--- src/rtl/reduce_pipe_pkg.sv ---
// Shared types and constants for the two-stage reduction pipeline.
// red_t carries one channel's OR / AND / XOR reductions between stages.
package reduce_pipe_pkg;

  typedef struct packed {
    logic x;
    logic a;
    logic o;
  } red_t;

  localparam int PO_NAND   = 0;
  localparam int PO_OR     = 1;
  localparam int PO_PAR    = 2;
  localparam int PO_PER_CH = 3;

  function automatic logic [PO_PER_CH-1:0] combine(input red_t r);
    logic [PO_PER_CH-1:0] v;
    v          = '0;
    v[PO_NAND] = ~(r.o & r.a);
    v[PO_OR]   = r.o | r.a;
    v[PO_PAR]  = r.x;
    return v;
  endfunction

endpackage

--- src/rtl/reduce_lane.sv ---
// One channel's stage-1 reduction: OR / AND / XOR of a word, held in a
// red_t register that only loads when a valid word is accepted.
module reduce_lane
  import reduce_pipe_pkg::*;
#(
  parameter int WIDTH = 8
) (
  input  logic             i_clk,
  input  logic             i_rst_n,
  input  logic             i_load,
  input  logic [WIDTH-1:0] i_word,
  output logic [2:0]       o_red
);

  if (WIDTH < 2) begin : g_badWidth
    $error("reduce_lane: WIDTH must be at least 2");
  end

  red_t r_red;
  red_t w_next;

  always_comb begin
    w_next   = '0;
    w_next.o = |i_word;
    w_next.a = &i_word;
    w_next.x = ^i_word;
  end

  always_ff @(posedge i_clk or negedge i_rst_n) begin
    if (!i_rst_n) begin
      r_red <= '0;
    end else if (i_load) begin
      r_red <= w_next;
    end
  end

  assign o_red = r_red;

endmodule

--- src/rtl/reduce_pipe.sv ---
// Two-stage handshaked reduction pipeline: per-channel reductions (stage 1),
// then NAND / OR / parity combine (stage 2), plus a delivered-result counter.
module reduce_pipe
  import reduce_pipe_pkg::*;
#(
  parameter int WIDTH = 8,
  parameter int NCH   = 2,
  parameter int CNT_W = 16
) (
  input  logic                     CK,
  input  logic                     RN,
  input  logic                     in_valid,
  output logic                     in_ready,
  input  logic [NCH*WIDTH-1:0]     pi,
  output logic                     out_valid,
  input  logic                     out_ready,
  output logic [NCH*PO_PER_CH-1:0] po,
  output logic [CNT_W-1:0]         out_cnt
);

  if (CNT_W < 1) begin : g_badCntW
    $error("reduce_pipe: CNT_W must be at least 1");
  end

  logic                     r_s1Valid;
  logic                     r_s2Valid;
  logic [NCH*PO_PER_CH-1:0] r_po;
  logic [CNT_W-1:0]         r_outCnt;

  logic                     w_adv1;
  logic                     w_adv2;
  logic                     w_load1;
  logic [NCH*PO_PER_CH-1:0] w_comb;

  // A stage may move whenever the stage after it is empty or moving too.
  assign w_adv2  = ~r_s2Valid | out_ready;
  assign w_adv1  = ~r_s1Valid | w_adv2;
  assign w_load1 = w_adv1 & in_valid;

  for (genvar c = 0; c < NCH; c++) begin : g_lane
    logic [2:0] w_red;

    reduce_lane #(
      .WIDTH(WIDTH)
    ) u_lane (
      .i_clk  (CK),
      .i_rst_n(RN),
      .i_load (w_load1),
      .i_word (pi[c*WIDTH +: WIDTH]),
      .o_red  (w_red)
    );

    assign w_comb[c*PO_PER_CH +: PO_PER_CH] = combine(red_t'(w_red));
  end

  always_ff @(posedge CK or negedge RN) begin
    if (!RN) begin
      r_s1Valid <= 1'b0;
      r_s2Valid <= 1'b0;
      r_po      <= '0;
      r_outCnt  <= '0;
    end else begin
      if (w_adv1) begin
        r_s1Valid <= in_valid;
      end
      if (w_adv2) begin
        r_s2Valid <= r_s1Valid;
        if (r_s1Valid) begin
          r_po <= w_comb;
        end
      end
      if (r_s2Valid && out_ready) begin
        r_outCnt <= r_outCnt + CNT_W'(1);
      end
    end
  end

  assign in_ready  = w_adv1;
  assign out_valid = r_s2Valid;
  assign po        = r_po;
  assign out_cnt   = r_outCnt;

endmodule

--- config.mk ---
export PLATFORM = sky130hd
export DESIGN_NAME = reduce_pipe
export DESIGN_NICKNAME = d
export VERILOG_FILES = /design/src/rtl/reduce_pipe_pkg.sv /design/src/rtl/reduce_lane.sv /design/src/rtl/reduce_pipe.sv
export SDC_FILE = /design/constraint.sdc
export NUM_CORES = 1
export LEC_CHECK = 0
export CORE_MARGIN = 2
export CORE_UTILIZATION = 35
export DETAILED_ROUTE_END_ITERATION = 10
export HOLD_SLACK_MARGIN = 0.02
export PLACE_DENSITY = 0.65
export SLEW_MARGIN = 5
export SYNTH_ARGS = -nofsm -noshare
export SYNTH_HDL_FRONTEND = slang
export SYNTH_HIERARCHICAL = 1
export SYNTH_SLANG_ARGS = --single-unit
--- constraint.sdc ---
create_clock -name CK -period 1.3 [get_ports CK]
set_input_delay 0.195 -clock CK [delete_from_list [all_inputs] [get_ports CK]]
set_output_delay 0.195 -clock CK [all_outputs]
set_load 0.05 [all_outputs]
==> impl_metrics.xml, run 1 <==
<?xml version="1.0" encoding="UTF-8"?>
<metrics>
  <group name="yosys">
    <metric name="yosys.area_share.xor_xnor" unit="%">11.70</metric>
    <metric name="post_synth_adder_cell_area" unit="%">13.54</metric>
    <metric name="ys_types" unit="">23</metric>
    <metric name="synth-seq-area-share" unit="%">47.77</metric>
    <metric name="synth_simple_gate_area_share" unit="%">17.68</metric>
    <metric name="synth_top_family_by_area" unit="">simple AND/OR/NAND/NOR gates</metric>
    <metric name="syn_area" unit="mm^2">0.001572</metric>
    <metric name="synth.top_cell.area_share" unit="%">47.77</metric>
    <metric name="synth.mux.area_fraction" unit="%">1.990</metric>
    <metric name="post-synth-top-area-cell" unit="">sky130_fd_sc_hd__dfrtp_1</metric>
    <metric name="synth.top_cells.by_area" unit="">sky130_fd_sc_hd__dfrtp_1, sky130_fd_sc_hd__ha_1, sky130_fd_sc_hd__xnor2_1, sky130_fd_sc_hd__inv_1, sky130_fd_sc_hd__nand2_1</metric>
    <metric name="syn_inst" unit="">147</metric>
    <metric name="synth_compound_area_share" unit="%">2.707</metric>
    <metric name="synth-warning-count" unit="">6</metric>
    <metric name="syn_avg_cell_area" unit="um^2">10.69</metric>
    <metric name="ys_seq_elements" unit="">30</metric>
    <metric name="mappedNetlistNets" unit="">184</metric>
  </group>
  <group name="sta">
    <metric name="final.setup_skew" unit="ns">0.006530</metric>
    <metric name="report.final.slew_viol_count" unit="">0</metric>
    <metric name="postLayoutSetupSlackWorst" unit="ns">-0.04659</metric>
    <metric name="timing.final.crit_share" unit="%">103.6</metric>
    <metric name="slew_headroom" unit="%">84.59</metric>
    <metric name="worst_pin_slew" unit="ns">0.2311</metric>
    <metric name="fmax" unit="MHz">742.6</metric>
    <metric name="count_of_endpoints_failing_hold_in_the_final_timing_report" unit="">0</metric>
    <metric name="grt_setup_unrepaired" unit="">yes</metric>
    <metric name="timing.setup.tns" unit="ns">-0.04659</metric>
    <metric name="final-setup-viol-count" unit="">1</metric>
    <metric name="final.min_clock_period" unit="ns">1.347</metric>
  </group>
  <group name="power">
    <metric name="max-vdd-ir-drop" unit="V">0.0006956</metric>
    <metric name="total_leakage_power" unit="uW">0.001248</metric>
    <metric name="pwr_density_cell" unit="mW/mm^2">1379</metric>
  </group>
  <group name="grt">
    <metric name="grt_use_total" unit="%">13.78</metric>
    <metric name="grt_overflow_total" unit="">0</metric>
    <metric name="grt_first_pass_wirelength" unit="um">5499</metric>
    <metric name="grt_pass1_vias" unit="">1286</metric>
    <metric name="grt_antenna_before_repair" unit="">0</metric>
    <metric name="largest_net_degree_at_the_start_of_global_routing" unit="">31</metric>
  </group>
  <group name="outcome">
    <metric name="status" unit="">finished with violations</metric>
    <metric name="failed_checks" unit="">negative setup slack</metric>
  </group>
  <group name="die">
    <metric name="io_pins" unit="">44</metric>
    <metric name="dieArea" unit="mm^2">0.005042</metric>
    <metric name="die_h" unit="um">71.01</metric>
    <metric name="core_region_area" unit="mm^2">0.004354</metric>
    <metric name="die_width" unit="um">71.01</metric>
    <metric name="core.rowCount" unit="">24</metric>
    <metric name="start_util" unit="%">36.09</metric>
  </group>
  <group name="cells_and_area">
    <metric name="final_layout_size_suffix_gt1_share" unit="%">41.10</metric>
    <metric name="fillers" unit="">342</metric>
    <metric name="final_common_cell" unit="">sky130_fd_sc_hd__buf_12</metric>
    <metric name="finish.utilization" unit="%">63.28</metric>
    <metric name="layout.area.seq" unit="um^2">763.2</metric>
    <metric name="instances_no_fill" unit="">271</metric>
    <metric name="nNetsFinal" unit="">255</metric>
    <metric name="layout.cells.most_common_list" unit="">sky130_fd_sc_hd__buf_12, sky130_fd_sc_hd__dfrtp_1, sky130_fd_sc_hd__buf_4</metric>
    <metric name="final_cell_area" unit="mm^2">0.002755</metric>
    <metric name="syn_to_final_growth" unit="%">75.32</metric>
    <metric name="footprint_of_the_multi_input_gates" unit="um^2">909.6</metric>
    <metric name="antenna_cells_inserted" unit="">0</metric>
  </group>
  <group name="setup_path">
    <metric name="worst-endpoint-arrival" unit="ns">1.15</metric>
    <metric name="crit_path_frequent_cell" unit="">sky130_fd_sc_hd__buf_6</metric>
    <metric name="worstSetupStartpointType" unit="">register</metric>
    <metric name="cp_cell_sequence" unit="">buf_6 &gt; nand3b_1 &gt; buf_6 &gt; buf_12</metric>
    <metric name="setup.worst_path.end_class" unit="">output pin</metric>
    <metric name="ff2ff_path_depth" unit="">5</metric>
    <metric name="cp_slowest_stage_delay" unit="ns">0.40</metric>
    <metric name="master_of_the_slowest_instance_on_the_critical_path" unit="">sky130_fd_sc_hd__dfrtp_2</metric>
    <metric name="crit-reg2reg-launch" unit="">out_valid</metric>
    <metric name="critical_path_peak_fanout" unit="">2</metric>
    <metric name="timing.reg2reg.setup_slack" unit="ns">0.03</metric>
    <metric name="rr_endpoint" unit="">out_cnt[8]</metric>
    <metric name="timing.critical_path.required" unit="ns">1.11</metric>
    <metric name="timing_worst_setup_path_type" unit="">reg -&gt; out</metric>
  </group>
  <group name="routing">
    <metric name="detail_route.vias_per_cell" unit="">4.720</metric>
    <metric name="dr_total_vias" unit="">1279</metric>
    <metric name="final_antenna_net_count" unit="">0</metric>
    <metric name="drt_pre_antenna_iters" unit="">4</metric>
    <metric name="post-route-drc-count" unit="">0</metric>
    <metric name="finalWirelength" unit="um">3513</metric>
    <metric name="drt_iter0_markers" unit="">40</metric>
    <metric name="routed_wire_length_per_instance" unit="um">12.96</metric>
  </group>
  <group name="clocking">
    <metric name="worst_setup_hold_path_clk_slew" unit="ns">0.07</metric>
    <metric name="tritoncts_buffer_count" unit="">5</metric>
    <metric name="insertion_delay" unit="ns">0.29</metric>
    <metric name="hold_buffers" unit="">0</metric>
    <metric name="tritoncts_clock_tree" unit="">done</metric>
    <metric name="clkSinkCount" unit="">30</metric>
    <metric name="cts_root_buffer" unit="">sky130_fd_sc_hd__clkbuf_8</metric>
    <metric name="h_tree_lvls" unit="">2</metric>
    <metric name="cts_buffer_depth" unit="">2</metric>
  </group>
  <group name="min_path">
    <metric name="hold_path_class" unit="">in -&gt; async</metric>
  </group>
  <group name="placement">
    <metric name="dp_cells" unit="">259</metric>
    <metric name="postPlaceCellArea" unit="mm^2">0.002477</metric>
    <metric name="post-dp-hpwl" unit="um">2617</metric>
    <metric name="dp_slack" unit="ns">-0.2994</metric>
    <metric name="gp_routability_congestion" unit="">0.7276</metric>
    <metric name="portBuffers" unit="">43</metric>
  </group>
  <group name="job">
    <metric name="maxCapViolations" unit="">0</metric>
  </group>
</metrics>
## stage by stage
| stage | hold WS [ns] | total power, uW |
|---|---|---|
| after floorplan | -0.1006 | 2013 |
| after global placement | 0.4583 | 2896 |
| after detailed placement | 0.4677 | 2947 |
| after CTS | 0.2710 | 3749 |
| after global routing | 0.2948 | 3960 |
| final | 0.2690 | 3799 |
## report_power, final
group	internal [uW]	switching, uW
clock	425	357
sequential	1100	157
combinational	900	857
total	2430	1370
## worst max-delay path, delay by kind of cell, from the launching register on
kind	cells	cell delay, ns
flops	1	0.40
simple gates	1	0.11
buf+inv	3	0.36
## Yosys cell counts
master	instances
sky130_fd_sc_hd__ha_1	17
sky130_fd_sc_hd__nand2_1	15
sky130_fd_sc_hd__buf_2	1
sky130_fd_sc_hd__mux2i_1	2
sky130_fd_sc_hd__and4_1	2
sky130_fd_sc_hd__and2_1	3
sky130_fd_sc_hd__a21oi_1	4
sky130_fd_sc_hd__nor2_4	1
sky130_fd_sc_hd__nand3_1	7
sky130_fd_sc_hd__and3_1	2
sky130_fd_sc_hd__xnor2_1	19
sky130_fd_sc_hd__inv_1	18
sky130_fd_sc_hd__dfrtp_1	30
sky130_fd_sc_hd__nand4_2	1
sky130_fd_sc_hd__mux2_2	1
sky130_fd_sc_hd__nor2_1	6
sky130_fd_sc_hd__a31oi_1	2
sky130_fd_sc_hd__o21ai_0	2
sky130_fd_sc_hd__nand3b_1	1
sky130_fd_sc_hd__nand2b_1	3
sky130_fd_sc_hd__and4_4	3
sky130_fd_sc_hd__nand4_1	5
sky130_fd_sc_hd__xor2_1	2
## registers in the layout, indices dropped and copies added, names as in the netlist
| signal | cells |
|---|---|
| po | 6 |
| g_lane.u_lane/o_red | 6 |
| r_s1Valid | 1 |
| out_valid | 1 |
| out_cnt | 16 |
## final cells by class
cell class,instances,share of cell area (%)
clock buffer,6,2.997
clock inverter,2,0.4541
inverter,18,2.452
multi-input combinational,98,33.02
sequential,30,27.70
tap,52,2.361
timing repair buffer,65,31.02
## kinds of logic after synthesis
family / after synthesis
adder cells (fa/ha/maj): 17
multiplexers: 3
AND/OR/NAND/NOR: 49
buffers and inverters: 19
flip-flops: 30
XOR/XNOR: 21
AO/OA/AOI/OAI: 8
## what timing repair did
action	CTS	global route
hold endpoints to repair	0	0
buffers inserted	2	2
pin swaps	1	6
endpoints found under the setup margin	2	11
resized for setup	5	14
## worst max-delay path by stage
stage,start,to,slack (ns)
finish,out_valid,in_ready,-0.05
detailed placement,pi[14],g_lane[1].u_lane/o_red[2],-0.30
global placement,pi[2],g_lane[0].u_lane/o_red[2],-0.25
floorplan,out_valid,g_lane[0].u_lane/o_red[0],-0.33
global route,out_valid,in_ready,-0.09
CTS,out_valid,in_ready,-0.06
## per-layer routing
| metal | vias up | track usage, % | part of all wire [%] |
|---|---|---|---|
| met5 | - | 0 | 0 |
| met4 | 0 | 4.403 | 1.1 |
| met3 | 5 | 4.131 | 5.7 |
| met2 | 41 | 24.61 | 54 |
| met1 | 608 | 15.75 | 39 |
| li1 | 625 | - | - |
Power figures use the tool's default switching activity.
==> run 2: changes to the inputs <==
PLACE_DENSITY = 0.61   (was 0.65)
==> impl_metrics.xml, run 2 (synthesis gave the netlist of run 1 again) <==
<?xml version="1.0" encoding="UTF-8"?>
<metrics>
  <group name="power">
    <metric name="seq_power_share" unit="%">29.8</metric>
    <metric name="relative_contribution_of_combinational_cells_to_total_power" unit="%">42.3</metric>
    <metric name="netSwitchingFraction" unit="%">32.56</metric>
    <metric name="total_leakage_power" unit="uW">0.001324</metric>
    <metric name="part_of_the_total_power_dissipated_in_the_clock_network" unit="%">27.9</metric>
    <metric name="max-vdd-ir-drop" unit="V">0.0009017</metric>
    <metric name="p_int" unit="uW">2851</metric>
    <metric name="power_switching" unit="uW">1376</metric>
    <metric name="design_power_total" unit="uW">4227</metric>
    <metric name="pwr_density_cell" unit="mW/mm^2">1528</metric>
  </group>
  <group name="setup_path">
    <metric name="setup.worst_path.end_class" unit="">output pin</metric>
    <metric name="worst-endpoint-arrival" unit="ns">1.16</metric>
    <metric name="rr_endpoint" unit="">out_cnt[8]</metric>
    <metric name="timing.reg2reg.setup_slack" unit="ns">0</metric>
    <metric name="timing_worst_setup_path_type" unit="">reg -&gt; out</metric>
    <metric name="timing.critical_path.required" unit="ns">1.11</metric>
    <metric name="crit-reg2reg-launch" unit="">out_valid</metric>
    <metric name="worstSetupStartpointType" unit="">register</metric>
    <metric name="critical_path_peak_fanout" unit="">2</metric>
    <metric name="ff2ff_path_depth" unit="">5</metric>
  </group>
  <group name="placement">
    <metric name="dp_slack" unit="ns">-0.2893</metric>
    <metric name="post-dp-hpwl" unit="um">2651</metric>
    <metric name="portBuffers" unit="">43</metric>
    <metric name="gp_routability_congestion" unit="">0.6975</metric>
    <metric name="dp_cells" unit="">257</metric>
  </group>
  <group name="clocking">
    <metric name="cts_buffer_depth" unit="">2</metric>
    <metric name="cts_root_buffer" unit="">sky130_fd_sc_hd__clkbuf_8</metric>
    <metric name="h_tree_lvls" unit="">2</metric>
    <metric name="hold_buffers" unit="">0</metric>
    <metric name="insertion_delay" unit="ns">0.28</metric>
    <metric name="tritoncts_buffer_count" unit="">5</metric>
    <metric name="clkSinkCount" unit="">30</metric>
    <metric name="worst_setup_hold_path_clk_slew" unit="ns">0.06</metric>
    <metric name="tritoncts_clock_tree" unit="">done</metric>
  </group>
  <group name="die">
    <metric name="io_pins" unit="">44</metric>
    <metric name="core.rowCount" unit="">24</metric>
    <metric name="dieArea" unit="mm^2">0.005042</metric>
    <metric name="core_region_area" unit="mm^2">0.004354</metric>
    <metric name="die_width" unit="um">71.01</metric>
    <metric name="die_h" unit="um">71.01</metric>
    <metric name="start_util" unit="%">36.09</metric>
  </group>
  <group name="outcome">
    <metric name="status" unit="">finished with violations</metric>
    <metric name="failed_checks" unit="">negative setup slack</metric>
  </group>
  <group name="cells_and_area">
    <metric name="final_layout_size_suffix_gt1_share" unit="%">38.91</metric>
    <metric name="syn_to_final_growth" unit="%">76.03</metric>
    <metric name="antenna_cells_inserted" unit="">0</metric>
    <metric name="nNetsFinal" unit="">257</metric>
    <metric name="fillers" unit="">351</metric>
    <metric name="layout.cells.most_common_list" unit="">sky130_fd_sc_hd__buf_12, sky130_fd_sc_hd__buf_4, sky130_fd_sc_hd__dfrtp_1</metric>
    <metric name="final_common_cell" unit="">sky130_fd_sc_hd__buf_12</metric>
    <metric name="largest_register_ffs" unit="">16</metric>
    <metric name="instances_no_fill" unit="">273</metric>
  </group>
  <group name="sta">
    <metric name="postLayoutSetupSlackWorst" unit="ns">-0.05590</metric>
    <metric name="final.min_clock_period" unit="ns">1.356</metric>
    <metric name="hold_ws" unit="ns">0.2777</metric>
    <metric name="report.final.slew_viol_count" unit="">0</metric>
    <metric name="count_of_endpoints_failing_hold_in_the_final_timing_report" unit="">0</metric>
    <metric name="worst_pin_slew" unit="ns">0.2322</metric>
    <metric name="timing.final.crit_share" unit="%">104.3</metric>
    <metric name="final.setup_skew" unit="ns">0.004219</metric>
    <metric name="timing.setup.tns" unit="ns">-0.05775</metric>
    <metric name="fmax" unit="MHz">737.5</metric>
    <metric name="slew_headroom" unit="%">84.52</metric>
    <metric name="final-setup-viol-count" unit="">2</metric>
    <metric name="grt_setup_unrepaired" unit="">yes</metric>
  </group>
  <group name="min_path">
    <metric name="hold_path_class" unit="">in -&gt; async</metric>
  </group>
  <group name="grt">
    <metric name="largest_net_degree_at_the_start_of_global_routing" unit="">31</metric>
    <metric name="grt_pass1_vias" unit="">1313</metric>
    <metric name="grt_first_pass_wirelength" unit="um">5678</metric>
    <metric name="grt_antenna_before_repair" unit="">0</metric>
    <metric name="grt_overflow_total" unit="">0</metric>
    <metric name="grt_use_total" unit="%">14.70</metric>
  </group>
  <group name="routing">
    <metric name="drt_iter0_markers" unit="">39</metric>
    <metric name="finalWirelength" unit="um">3442</metric>
    <metric name="dr_total_vias" unit="">1280</metric>
    <metric name="post-route-drc-count" unit="">0</metric>
    <metric name="drt_pre_antenna_iters" unit="">4</metric>
    <metric name="detail_route.vias_per_cell" unit="">4.689</metric>
    <metric name="final_antenna_net_count" unit="">0</metric>
    <metric name="routed_wire_length_per_instance" unit="um">12.61</metric>
  </group>
  <group name="job">
    <metric name="maxCapViolations" unit="">0</metric>
  </group>
</metrics>
-- run 2: per-stage QoR --
stage / utilization, % / instance area, um^2
CTS: 60.43 / 2631
global route: 63.53 / 2766
detailed placement: 56.55 / 2462
floorplan: - / 1599
finish: 63.53 / 2766
global placement: 56.55 / 2462
-- run 2: routing by layer --
metal	share of wire (%)	track usage, %	routed length [um]	vias to the layer above
met5	0	0	0	-
met4	3.5	8.805	121	0
met3	4.6	3.561	157	11
met2	55	27.41	1905	42
met1	37	14.55	1257	601
li1	-	-	-	626
-- run 2: cell type report --
type | instances | area, um^2 | share of cell area (%)
Timing Repair Buffer | 67 | 879.6 | 31.80
Sequential cell | 30 | 763.2 | 27.59
Tap cell | 52 | 65.06 | 2.352
Multi-Input combinational cell | 98 | 848.3 | 30.66
Clock inverter | 2 | 60.06 | 2.171
Inverter | 18 | 67.56 | 2.442
Clock buffer | 6 | 82.58 | 2.985
-- run 2: power groups by stage --
stage,Combinational [uW],Sequential [uW],Clock (uW)
after floorplan,318,1700,0
after global placement,1600,1290,0
after detailed placement,1640,1300,0
after CTS,1660,1290,1200
after global routing,1890,1280,1240
final,1790,1260,1180
-- run 2: how the worst max path moves through the flow --
stage / from / end / cells after the start
after global routing: out_valid / in_ready / 4
after floorplan: out_valid / g_lane[0].u_lane/o_red[0] / 4
after detailed placement: pi[10] / g_lane[1].u_lane/o_red[2] / 6
after CTS: out_valid / in_ready / 4
final: out_valid / in_ready / 4
after global placement: pi[2] / g_lane[0].u_lane/o_red[2] / 6
-- run 2: critical path, stage by stage, from the launching register on --
cell	delay, ns
sky130_fd_sc_hd__dfrtp_2	0.41
sky130_fd_sc_hd__buf_6	0.12
sky130_fd_sc_hd__nand3b_1	0.11
sky130_fd_sc_hd__buf_6	0.12
sky130_fd_sc_hd__buf_12	0.12
-- run 2: repair_timing --
action | in CTS | in global routing
pin swaps | 1 | 9
buffers inserted | 2 | 6
endpoints found under the setup margin | 1 | 15
cloned | 0 | 0
gates resized for setup | 4 | 14
